### src/rtl/axil_pkg.sv
// Shared types for the AXI4-Lite master bridge: response codes, FSM states
// and the data-width legality check.
package axil_pkg;

  typedef enum logic [1:0] {
    OKAY   = 2'b00,
    EXOKAY = 2'b01,
    SLVERR = 2'b10,
    DECERR = 2'b11
  } axil_resp_e;

  typedef enum logic [2:0] {
    ST_IDLE,
    ST_WR,
    ST_WR_RESP,
    ST_RD_ADDR,
    ST_RD_DATA,
    ST_HALT
  } axil_state_e;

  function automatic bit data_w_ok(input int unsigned w);
    return (w == 32) || (w == 64);
  endfunction

endpackage

### src/rtl/axil_master_bridge_if.sv
// AXI4-Lite channel bundle; master modport faces the bridge, slave modport
// faces the interconnect.
interface axil_master_bridge_if #(
  parameter int unsigned ADDR_W = 32,
  parameter int unsigned DATA_W = 32
);
  import axil_pkg::*;

  localparam int unsigned STRB_W = DATA_W / 8;

  logic [ADDR_W-1:0] awaddr;
  logic              awvalid;
  logic              awready;
  logic [2:0]        awprot;
  logic [DATA_W-1:0] wdata;
  logic [STRB_W-1:0] wstrb;
  logic              wvalid;
  logic              wready;
  axil_resp_e        bresp;
  logic              bvalid;
  logic              bready;
  logic [ADDR_W-1:0] araddr;
  logic              arvalid;
  logic              arready;
  logic [2:0]        arprot;
  logic [DATA_W-1:0] rdata;
  axil_resp_e        rresp;
  logic              rvalid;
  logic              rready;

  modport master (
    output awaddr, awvalid, awprot, wdata, wstrb, wvalid, bready,
           araddr, arvalid, arprot, rready,
    input  awready, wready, bresp, bvalid, arready, rdata, rresp, rvalid
  );

  modport slave (
    input  awaddr, awvalid, awprot, wdata, wstrb, wvalid, bready,
           araddr, arvalid, arprot, rready,
    output awready, wready, bresp, bvalid, arready, rdata, rresp, rvalid
  );

endinterface

### src/rtl/axil_watchdog.sv
// Transaction watchdog: counts busy cycles and flags the terminal count.
// Only built with AXIL_TIMEOUT_EN defined.
`ifdef AXIL_TIMEOUT_EN
module axil_watchdog #(
  parameter int unsigned LIMIT = 256
) (
  input  logic clk,
  input  logic rst,
  input  logic run,
  output logic expired_c
);
  localparam int unsigned CNT_W = (LIMIT > 2) ? $clog2(LIMIT) : 1;

  logic [CNT_W-1:0] cnt_q;

  assign expired_c = run && (cnt_q == CNT_W'(LIMIT - 1));

  // Cleared whenever the bridge is not busy, saturates at the terminal count
  always_ff @(posedge clk or posedge rst) begin
    if (rst) begin
      cnt_q <= '0;
    end else if (!run) begin
      cnt_q <= '0;
    end else if (!expired_c) begin
      cnt_q <= cnt_q + CNT_W'(1);
    end
  end

endmodule
`endif

### src/rtl/axil_master_bridge.sv
// AXI4-Lite master bridging the core load/store handshake onto AXI channels.
// Optional watchdog enabled by defining AXIL_TIMEOUT_EN.
module axil_master_bridge
  import axil_pkg::*;
#(
  parameter int unsigned ADDR_W      = 32,
  parameter int unsigned DATA_W      = 32,
  parameter logic [2:0]  PROT        = 3'b000,
  parameter int unsigned TIMEOUT_CYC = 256,
  localparam int unsigned STRB_W     = DATA_W / 8
) (
  input  logic              clk,
  input  logic              rst,
  input  logic              req_valid,
  output logic              req_ready,
  input  logic              req_we,
  input  logic [ADDR_W-1:0] req_addr,
  input  logic [DATA_W-1:0] req_wdata,
  input  logic [STRB_W-1:0] req_wstrb,
  output logic              rsp_valid,
  output logic [DATA_W-1:0] rsp_rdata,
  output logic              rsp_err,
  output logic              axi_error,
  axil_master_bridge_if.master axi
);

  if (!data_w_ok(DATA_W) || (TIMEOUT_CYC < 2)) begin : g_bad_cfg
    $error("axil_master_bridge: DATA_W must be 32 or 64 and TIMEOUT_CYC >= 2");
  end

  axil_state_e       state_q, state_d;
  logic              awvalid_q, awvalid_d, wvalid_q, wvalid_d, bready_q, bready_d;
  logic              arvalid_q, arvalid_d, rready_q, rready_d, req_ready_d;
  logic [ADDR_W-1:0] addr_q, addr_d;
  logic [DATA_W-1:0] wdata_q, wdata_d, rsp_rdata_d;
  logic [STRB_W-1:0] wstrb_q, wstrb_d;
  logic              rsp_valid_d, rsp_err_d, error_d;
  logic              timeout_c;

`ifdef AXIL_TIMEOUT_EN
  logic busy_c;
  assign busy_c = (state_q != ST_IDLE) && (state_q != ST_HALT);

  axil_watchdog #(.LIMIT(TIMEOUT_CYC)) u_watchdog (
    .clk       (clk),
    .rst       (rst),
    .run       (busy_c),
    .expired_c (timeout_c)
  );
`else
  assign timeout_c = 1'b0;
`endif

  assign axi.awaddr  = addr_q;
  assign axi.araddr  = addr_q;
  assign axi.awprot  = PROT;
  assign axi.arprot  = PROT;
  assign axi.awvalid = awvalid_q;
  assign axi.wdata   = wdata_q;
  assign axi.wstrb   = wstrb_q;
  assign axi.wvalid  = wvalid_q;
  assign axi.bready  = bready_q;
  assign axi.arvalid = arvalid_q;
  assign axi.rready  = rready_q;

  // Next-state and next-output logic; every AXI output is registered
  always_comb begin
    state_d     = state_q;
    awvalid_d   = awvalid_q;
    wvalid_d    = wvalid_q;
    arvalid_d   = arvalid_q;
    addr_d      = addr_q;
    wdata_d     = wdata_q;
    wstrb_d     = wstrb_q;
    rsp_valid_d = 1'b0;
    rsp_rdata_d = rsp_rdata;
    rsp_err_d   = rsp_err;
    error_d     = axi_error;
    bready_d    = 1'b0;
    rready_d    = 1'b0;
    req_ready_d = 1'b0;

    unique case (state_q)
      ST_IDLE: begin
        if (req_valid && req_ready) begin
          addr_d = req_addr;
          if (req_we) begin
            wdata_d   = req_wdata;
            wstrb_d   = req_wstrb;
            awvalid_d = 1'b1;
            wvalid_d  = 1'b1;
            state_d   = ST_WR;
          end else begin
            arvalid_d = 1'b1;
            state_d   = ST_RD_ADDR;
          end
        end
      end
      ST_WR: begin
        // AW and W complete independently, in any order
        if (awvalid_q && axi.awready) awvalid_d = 1'b0;
        if (wvalid_q && axi.wready)   wvalid_d  = 1'b0;
        if (!awvalid_d && !wvalid_d)  state_d   = ST_WR_RESP;
      end
      ST_WR_RESP: begin
        if (axi.bvalid && bready_q) begin
          state_d     = ST_IDLE;
          rsp_valid_d = 1'b1;
          rsp_rdata_d = '0;
          rsp_err_d   = (axi.bresp == SLVERR) || (axi.bresp == DECERR);
        end
      end
      ST_RD_ADDR: begin
        if (axi.arready) begin
          arvalid_d = 1'b0;
          state_d   = ST_RD_DATA;
        end
      end
      ST_RD_DATA: begin
        if (axi.rvalid && rready_q) begin
          state_d     = ST_IDLE;
          rsp_valid_d = 1'b1;
          rsp_rdata_d = axi.rdata;
          rsp_err_d   = (axi.rresp == SLVERR) || (axi.rresp == DECERR);
        end
      end
      ST_HALT: begin
        state_d = ST_HALT;
      end
      default: begin
        state_d = ST_IDLE;
      end
    endcase

    // Watchdog expiry overrides whatever the channel logic decided
    if (timeout_c) begin
      state_d     = ST_HALT;
      awvalid_d   = 1'b0;
      wvalid_d    = 1'b0;
      arvalid_d   = 1'b0;
      rsp_valid_d = 1'b1;
      rsp_rdata_d = '0;
      rsp_err_d   = 1'b1;
    end

    error_d     = axi_error || (rsp_valid_d && rsp_err_d);
    bready_d    = (state_d == ST_WR_RESP);
    rready_d    = (state_d == ST_RD_DATA);
    req_ready_d = (state_d == ST_IDLE);
  end

  // State and output registers
  always_ff @(posedge clk or posedge rst) begin
    if (rst) begin
      state_q   <= ST_IDLE;
      req_ready <= 1'b0;
      awvalid_q <= 1'b0;
      wvalid_q  <= 1'b0;
      bready_q  <= 1'b0;
      arvalid_q <= 1'b0;
      rready_q  <= 1'b0;
      addr_q    <= '0;
      wdata_q   <= '0;
      wstrb_q   <= '0;
      rsp_valid <= 1'b0;
      rsp_rdata <= '0;
      rsp_err   <= 1'b0;
      axi_error <= 1'b0;
    end else begin
      state_q   <= state_d;
      req_ready <= req_ready_d;
      awvalid_q <= awvalid_d;
      wvalid_q  <= wvalid_d;
      bready_q  <= bready_d;
      arvalid_q <= arvalid_d;
      rready_q  <= rready_d;
      addr_q    <= addr_d;
      wdata_q   <= wdata_d;
      wstrb_q   <= wstrb_d;
      rsp_valid <= rsp_valid_d;
      rsp_rdata <= rsp_rdata_d;
      rsp_err   <= rsp_err_d;
      axi_error <= error_d;
    end
  end

endmodule

### src/flat_wrapper.sv
// flat-port wrapper written by rule: the top's interface ports become plain ports
module axil_master_bridge_flat import axil_pkg::*;
#(
  parameter int unsigned ADDR_W      = 32,
  parameter int unsigned DATA_W      = 32,
  parameter logic [2:0]  PROT        = 3'b000,
  parameter int unsigned TIMEOUT_CYC = 256,
  localparam int unsigned STRB_W     = DATA_W / 8
)
  (clk, rst, req_valid, req_ready, req_we, req_addr, req_wdata, req_wstrb, rsp_valid, rsp_rdata, rsp_err, axi_error, axi_awaddr, axi_awvalid, axi_awprot, axi_wdata, axi_wstrb, axi_wvalid, axi_bready, axi_araddr, axi_arvalid, axi_arprot, axi_rready, axi_awready, axi_wready, axi_bresp, axi_bvalid, axi_arready, axi_rdata, axi_rresp, axi_rvalid);
  axil_master_bridge_if #(.ADDR_W(ADDR_W), .DATA_W(DATA_W)) axi_i ();
  input  logic clk;
  input  logic rst;
  input  logic req_valid;
  output logic req_ready;
  input  logic req_we;
  input  logic [ADDR_W-1:0] req_addr;
  input  logic [DATA_W-1:0] req_wdata;
  input  logic [STRB_W-1:0] req_wstrb;
  output logic rsp_valid;
  output logic [DATA_W-1:0] rsp_rdata;
  output logic rsp_err;
  output logic axi_error;
  output wire logic [$bits(axi_i.awaddr)-1:0] axi_awaddr;
  output wire logic [$bits(axi_i.awvalid)-1:0] axi_awvalid;
  output wire logic [$bits(axi_i.awprot)-1:0] axi_awprot;
  output wire logic [$bits(axi_i.wdata)-1:0] axi_wdata;
  output wire logic [$bits(axi_i.wstrb)-1:0] axi_wstrb;
  output wire logic [$bits(axi_i.wvalid)-1:0] axi_wvalid;
  output wire logic [$bits(axi_i.bready)-1:0] axi_bready;
  output wire logic [$bits(axi_i.araddr)-1:0] axi_araddr;
  output wire logic [$bits(axi_i.arvalid)-1:0] axi_arvalid;
  output wire logic [$bits(axi_i.arprot)-1:0] axi_arprot;
  output wire logic [$bits(axi_i.rready)-1:0] axi_rready;
  input wire logic [$bits(axi_i.awready)-1:0] axi_awready;
  input wire logic [$bits(axi_i.wready)-1:0] axi_wready;
  input wire logic [$bits(axi_i.bresp)-1:0] axi_bresp;
  input wire logic [$bits(axi_i.bvalid)-1:0] axi_bvalid;
  input wire logic [$bits(axi_i.arready)-1:0] axi_arready;
  input wire logic [$bits(axi_i.rdata)-1:0] axi_rdata;
  input wire logic [$bits(axi_i.rresp)-1:0] axi_rresp;
  input wire logic [$bits(axi_i.rvalid)-1:0] axi_rvalid;
  assign axi_awaddr = axi_i.awaddr;
  assign axi_awvalid = axi_i.awvalid;
  assign axi_awprot = axi_i.awprot;
  assign axi_wdata = axi_i.wdata;
  assign axi_wstrb = axi_i.wstrb;
  assign axi_wvalid = axi_i.wvalid;
  assign axi_bready = axi_i.bready;
  assign axi_araddr = axi_i.araddr;
  assign axi_arvalid = axi_i.arvalid;
  assign axi_arprot = axi_i.arprot;
  assign axi_rready = axi_i.rready;
  assign axi_i.awready = axi_awready;
  assign axi_i.wready = axi_wready;
  assign axi_i.bresp = axi_bresp;
  assign axi_i.bvalid = axi_bvalid;
  assign axi_i.arready = axi_arready;
  assign axi_i.rdata = axi_rdata;
  assign axi_i.rresp = axi_rresp;
  assign axi_i.rvalid = axi_rvalid;
  axil_master_bridge #(.ADDR_W(ADDR_W), .DATA_W(DATA_W), .PROT(PROT), .TIMEOUT_CYC(TIMEOUT_CYC)) u_core (.clk(clk), .rst(rst), .req_valid(req_valid), .req_ready(req_ready), .req_we(req_we), .req_addr(req_addr), .req_wdata(req_wdata), .req_wstrb(req_wstrb), .rsp_valid(rsp_valid), .rsp_rdata(rsp_rdata), .rsp_err(rsp_err), .axi_error(axi_error), .axi(axi_i));
endmodule
### config.mk
export PLATFORM = sky130hd
export DESIGN_NAME = axil_master_bridge_flat
export DESIGN_NICKNAME = d
export VERILOG_FILES = /design/src/rtl/axil_pkg.sv /design/src/rtl/axil_master_bridge_if.sv /design/src/rtl/axil_watchdog.sv /design/src/rtl/axil_master_bridge.sv /design/src/flat_wrapper.sv
export SDC_FILE = /design/constraint.sdc
export NUM_CORES = 1
export LEC_CHECK = 0
export CAP_MARGIN = 20
export CORE_MARGIN = 5
export CORE_UTILIZATION = 36
export DETAILED_ROUTE_END_ITERATION = 12
export GPL_ROUTABILITY_DRIVEN = 1
export HOLD_SLACK_MARGIN = 0.1
export MAX_ROUTING_LAYER = met4
export PLACE_DENSITY = 0.78
export SKIP_CTS_REPAIR_TIMING = 1
export SYNTH_ARGS = -nofsm -noshare
export SYNTH_HDL_FRONTEND = slang
export SYNTH_SLANG_ARGS = --single-unit
### constraint.sdc
create_clock -name clk -period 3.04 [get_ports clk]
set_input_delay 0.304 -clock clk [delete_from_list [all_inputs] [get_ports clk]]
set_output_delay 0.304 -clock clk [all_outputs]
set_load 0.1 [all_outputs]
==> metrics.md <==
| Metric | Value |
|---|---|
| Setup ws final | roughly 0.85 ns |
| Die W | between 100 and 150 um |
| Crit-path cells | nor3_2 > nand3_2 > mux2_2 |
| Max incr delay on CP | between 0.7 and 0.8 ns |
| Share of cells above drive strength 1 | 0.241 |
| CP endpoint kind | flop |
| P&R area growth vs syn | 52.6% |
| Final Skew | 0.00744 ns |
| DRC Markers | 0 |
| Buffer levels on the longest clock path | 2 |
| Slew Limit Fails | 0 |
| Largest net degree at the start of global routing | approximately 110 |
| Fin crit share | 0.721 |
| Yosys cell types | 35 |
| Post-DP HPWL | between 9000 and 10000 um |
| Unrepaired setup endpoints after global routing | false |
| Worst Path Arrival | between 2 and 2.5 ns |
| FP Rows | 42 |
| Initial Util | 0.366 |
| Hold Violations, Final | 0 |
| Slew @ Worst Pin | 1.00 ns |
| Post-Syn Area per Cell | roughly 13 um^2 |
| Family with the most delay on the worst path | simple AND/OR/NAND/NOR gates |
| Worst reg2reg path depth | 3 |
| Synthesized cell area | 4830 um^2 |
| Die height | between 100 and 150 um |
| Vias in the first global route | around 3800 |
| Critical Path Slowest Stage Cell | nand3_2 |
| DP Area | ~7100 um^2 |
| Critical Path Source Type | flop |
| Crit Path Class | flop to flop |
| HP Class | primary input to async pin |
| Setup_tns | 0 ns |
| GPL Wtd Cong | ~0.78 |
| Via/cell ratio | between 4 and 5 |
| Layout fillers | 1127 |
| Worst path depth | 3 |
| Core area | between 10000 and 15000 um^2 |
| Initial DRC count | 153 |
| Fin nets | between 700 and 800 |
| Data required, critical path | 3.26 ns |
| CTS buffer count | 9 |
| Seq/Total Area, Yosys | 0.580 |
| First-pass GRT wire length | around 20000 um |
| Io pins | 260 |
| Routed Wire Length | between 10000 and 15000 um |
| Number of nets with antenna violations after routing | 0 |
| Final instance area | 7370 um^2 |
| Wire length per cell | about 16 um |
| Initial antenna violation count | 0 |
| CP bufs+invs | 0 |
| Congestion Overflow GR | 0 |
| Fmax | roughly 460 MHz |
| Worst skew pair latency | ~0.34 ns |
| H-tree levels | 3 |
| Tot GR Track Use | 0.158 |
| Root Driver | clkbuf_16 |
| Setup violators final | 0 |
| Outcome | complete, no violations |
| Hold_ws | 0.445 ns |
| Ys Warns | 0 |
| #FFs+latches synth | 112 |
| Via count | ~3500 |
| Rel. slew slack | 0.331 |
| TritonRoute pass-1 iters | 4 |
| Die area | roughly 16000 um^2 |
| Critical path peak fanout | 36 |
| Clock sink count | 112 |
| Setup WS pre-CTS | around 0.75 ns |
| Max-cap viol count | 0 |
| CTS tree | done |
| Reg clk slew, reported paths | roughly 0.070 ns |
| PortBufs | between 200 and 300 |
| Period minus WS final | between 2 and 2.5 ns |
| Mapped Cells | 370 |
| Ant. Diodes | 0 |
## tightest hold or removal path, delay by kind of cell
| kind | cells | cell delay [ns] |
|---|---|---|
| buffers and inverters | 3 | 0.95 |
## layout by cell type (no fill, tap or decap), drive strengths merged
cell / n
a22oi: 2
o2111ai: 1
nand3b: 1
nor3: 1
and2b: 1
clkbuf: 13
clkinv: 2
dfrtp: 112
a31oi: 1
clkdlybuf4s50: 198
buf: 57
and3b: 1
o211ai: 2
nand4: 3
clkinvlp: 1
o21ai: 1
or2: 1
o21bai: 1
nand3: 2
bufinv: 1
nand2: 36
inv: 36
o21a: 1
conb: 6
a32oi: 1
mux2: 68
mux2i: 32
nor2b: 1
a21oi: 1
nor2: 2
nor3b: 3
nand2b: 3
a211oi: 1
## synth_stat cells
library cell	number	share of area
a211oi_2	1	0.0026
a21oi_1	1	0.0010
a22oi_1	2	0.0031
a31oi_1	1	0.0013
a32oi_1	1	0.0018
and2b_2	1	0.0018
and3b_2	1	0.0021
buf_12	3	0.012
buf_2	6	0.0062
buf_4	38	0.059
buf_6	4	0.0093
conb_1	1	0.00078
dfrtp_1	112	0.58
dlygate4sd1_1	2	0.0036
inv_1	37	0.029
mux2_1	4	0.0093
mux2_2	64	0.15
mux2i_1	32	0.066
nand2_1	36	0.028
nand2b_1	3	0.0039
nand3_1	1	0.0010
nand3_2	1	0.0021
nand3b_1	1	0.0016
nand4_1	3	0.0039
nor2_1	2	0.0016
nor2b_1	1	0.0013
nor3_2	1	0.0021
nor3b_1	2	0.0031
nor3b_2	1	0.0026
o2111ai_1	1	0.0018
o211ai_1	2	0.0031
o21a_1	1	0.0016
o21ai_0	1	0.0010
o21bai_1	1	0.0016
or2_2	1	0.0013
## metal layers
metal	part of all wire	global-route usage
met5	0	-
met4	0.020	0.0562
met3	0.082	0.0504
met2	0.49	0.259
met1	0.41	0.184
## path summary, 6_finish.rpt
| kind | from | endpoint | slack, ns |
|---|---|---|---|
| setup reg to reg | u_core.state_q[0] | u_core.axi.araddr[25] | 0.85 |
| setup / recovery | u_core.state_q[0] | u_core.axi.araddr[25] | 0.85 |
| max in group asynchronous | rst | u_core.axi.araddr[31] | 2.07 |
| hold reg to reg | u_core.axi_error | u_core.axi_error | 0.49 |
| hold / removal | rst | u_core.axi.araddr[8] | 0.45 |
| min in group clk | u_core.axi_error | u_core.axi_error | 0.49 |
## area by class of cell
type	count	area, um^2	area share
sequential	112	2800	0.380
inverter	37	143	0.0193
tap	176	220	0.0299
clock buffer	13	260	0.0353
multi-input combinational	173	1490	0.201
clock inverter	3	40.0	0.00543
timing repair buffer	255	2420	0.329
## registers in the layout (all words and copies together), names as in the netlist
signal and cells:
u_core.axi.araddr 32, u_core.rsp_valid 1, u_core.req_ready 1, u_core.axi.bready 1, u_core.axi_error 1, u_core.axi.wstrb 4
u_core.axi.rready 1, u_core.axi.arvalid 1, u_core.rsp_rdata 32, u_core.axi.awvalid 1, u_core.state_q 3, u_core.rsp_err 1
u_core.axi.wdata 32, u_core.axi.wvalid 1
## metrics by stage
stage,utilization,std cells
after floorplan,-,375
after global placement,0.536,753
after detailed placement,0.536,753
after CTS,0.559,769
after global routing,0.559,769
final,0.559,769
## kinds of logic after synthesis
logic type | synth area share
muxes | 0.225
buffers and inverters | 0.119
and+or+nand+nor | 0.0562
other | 0.000776
DFF | 0.580
AOI/OAI and AO/OA | 0.0189
Power is left out: the tool's default activity adds up to more than one toggle a clock period on the data nets, which glitch-free logic cannot reach.
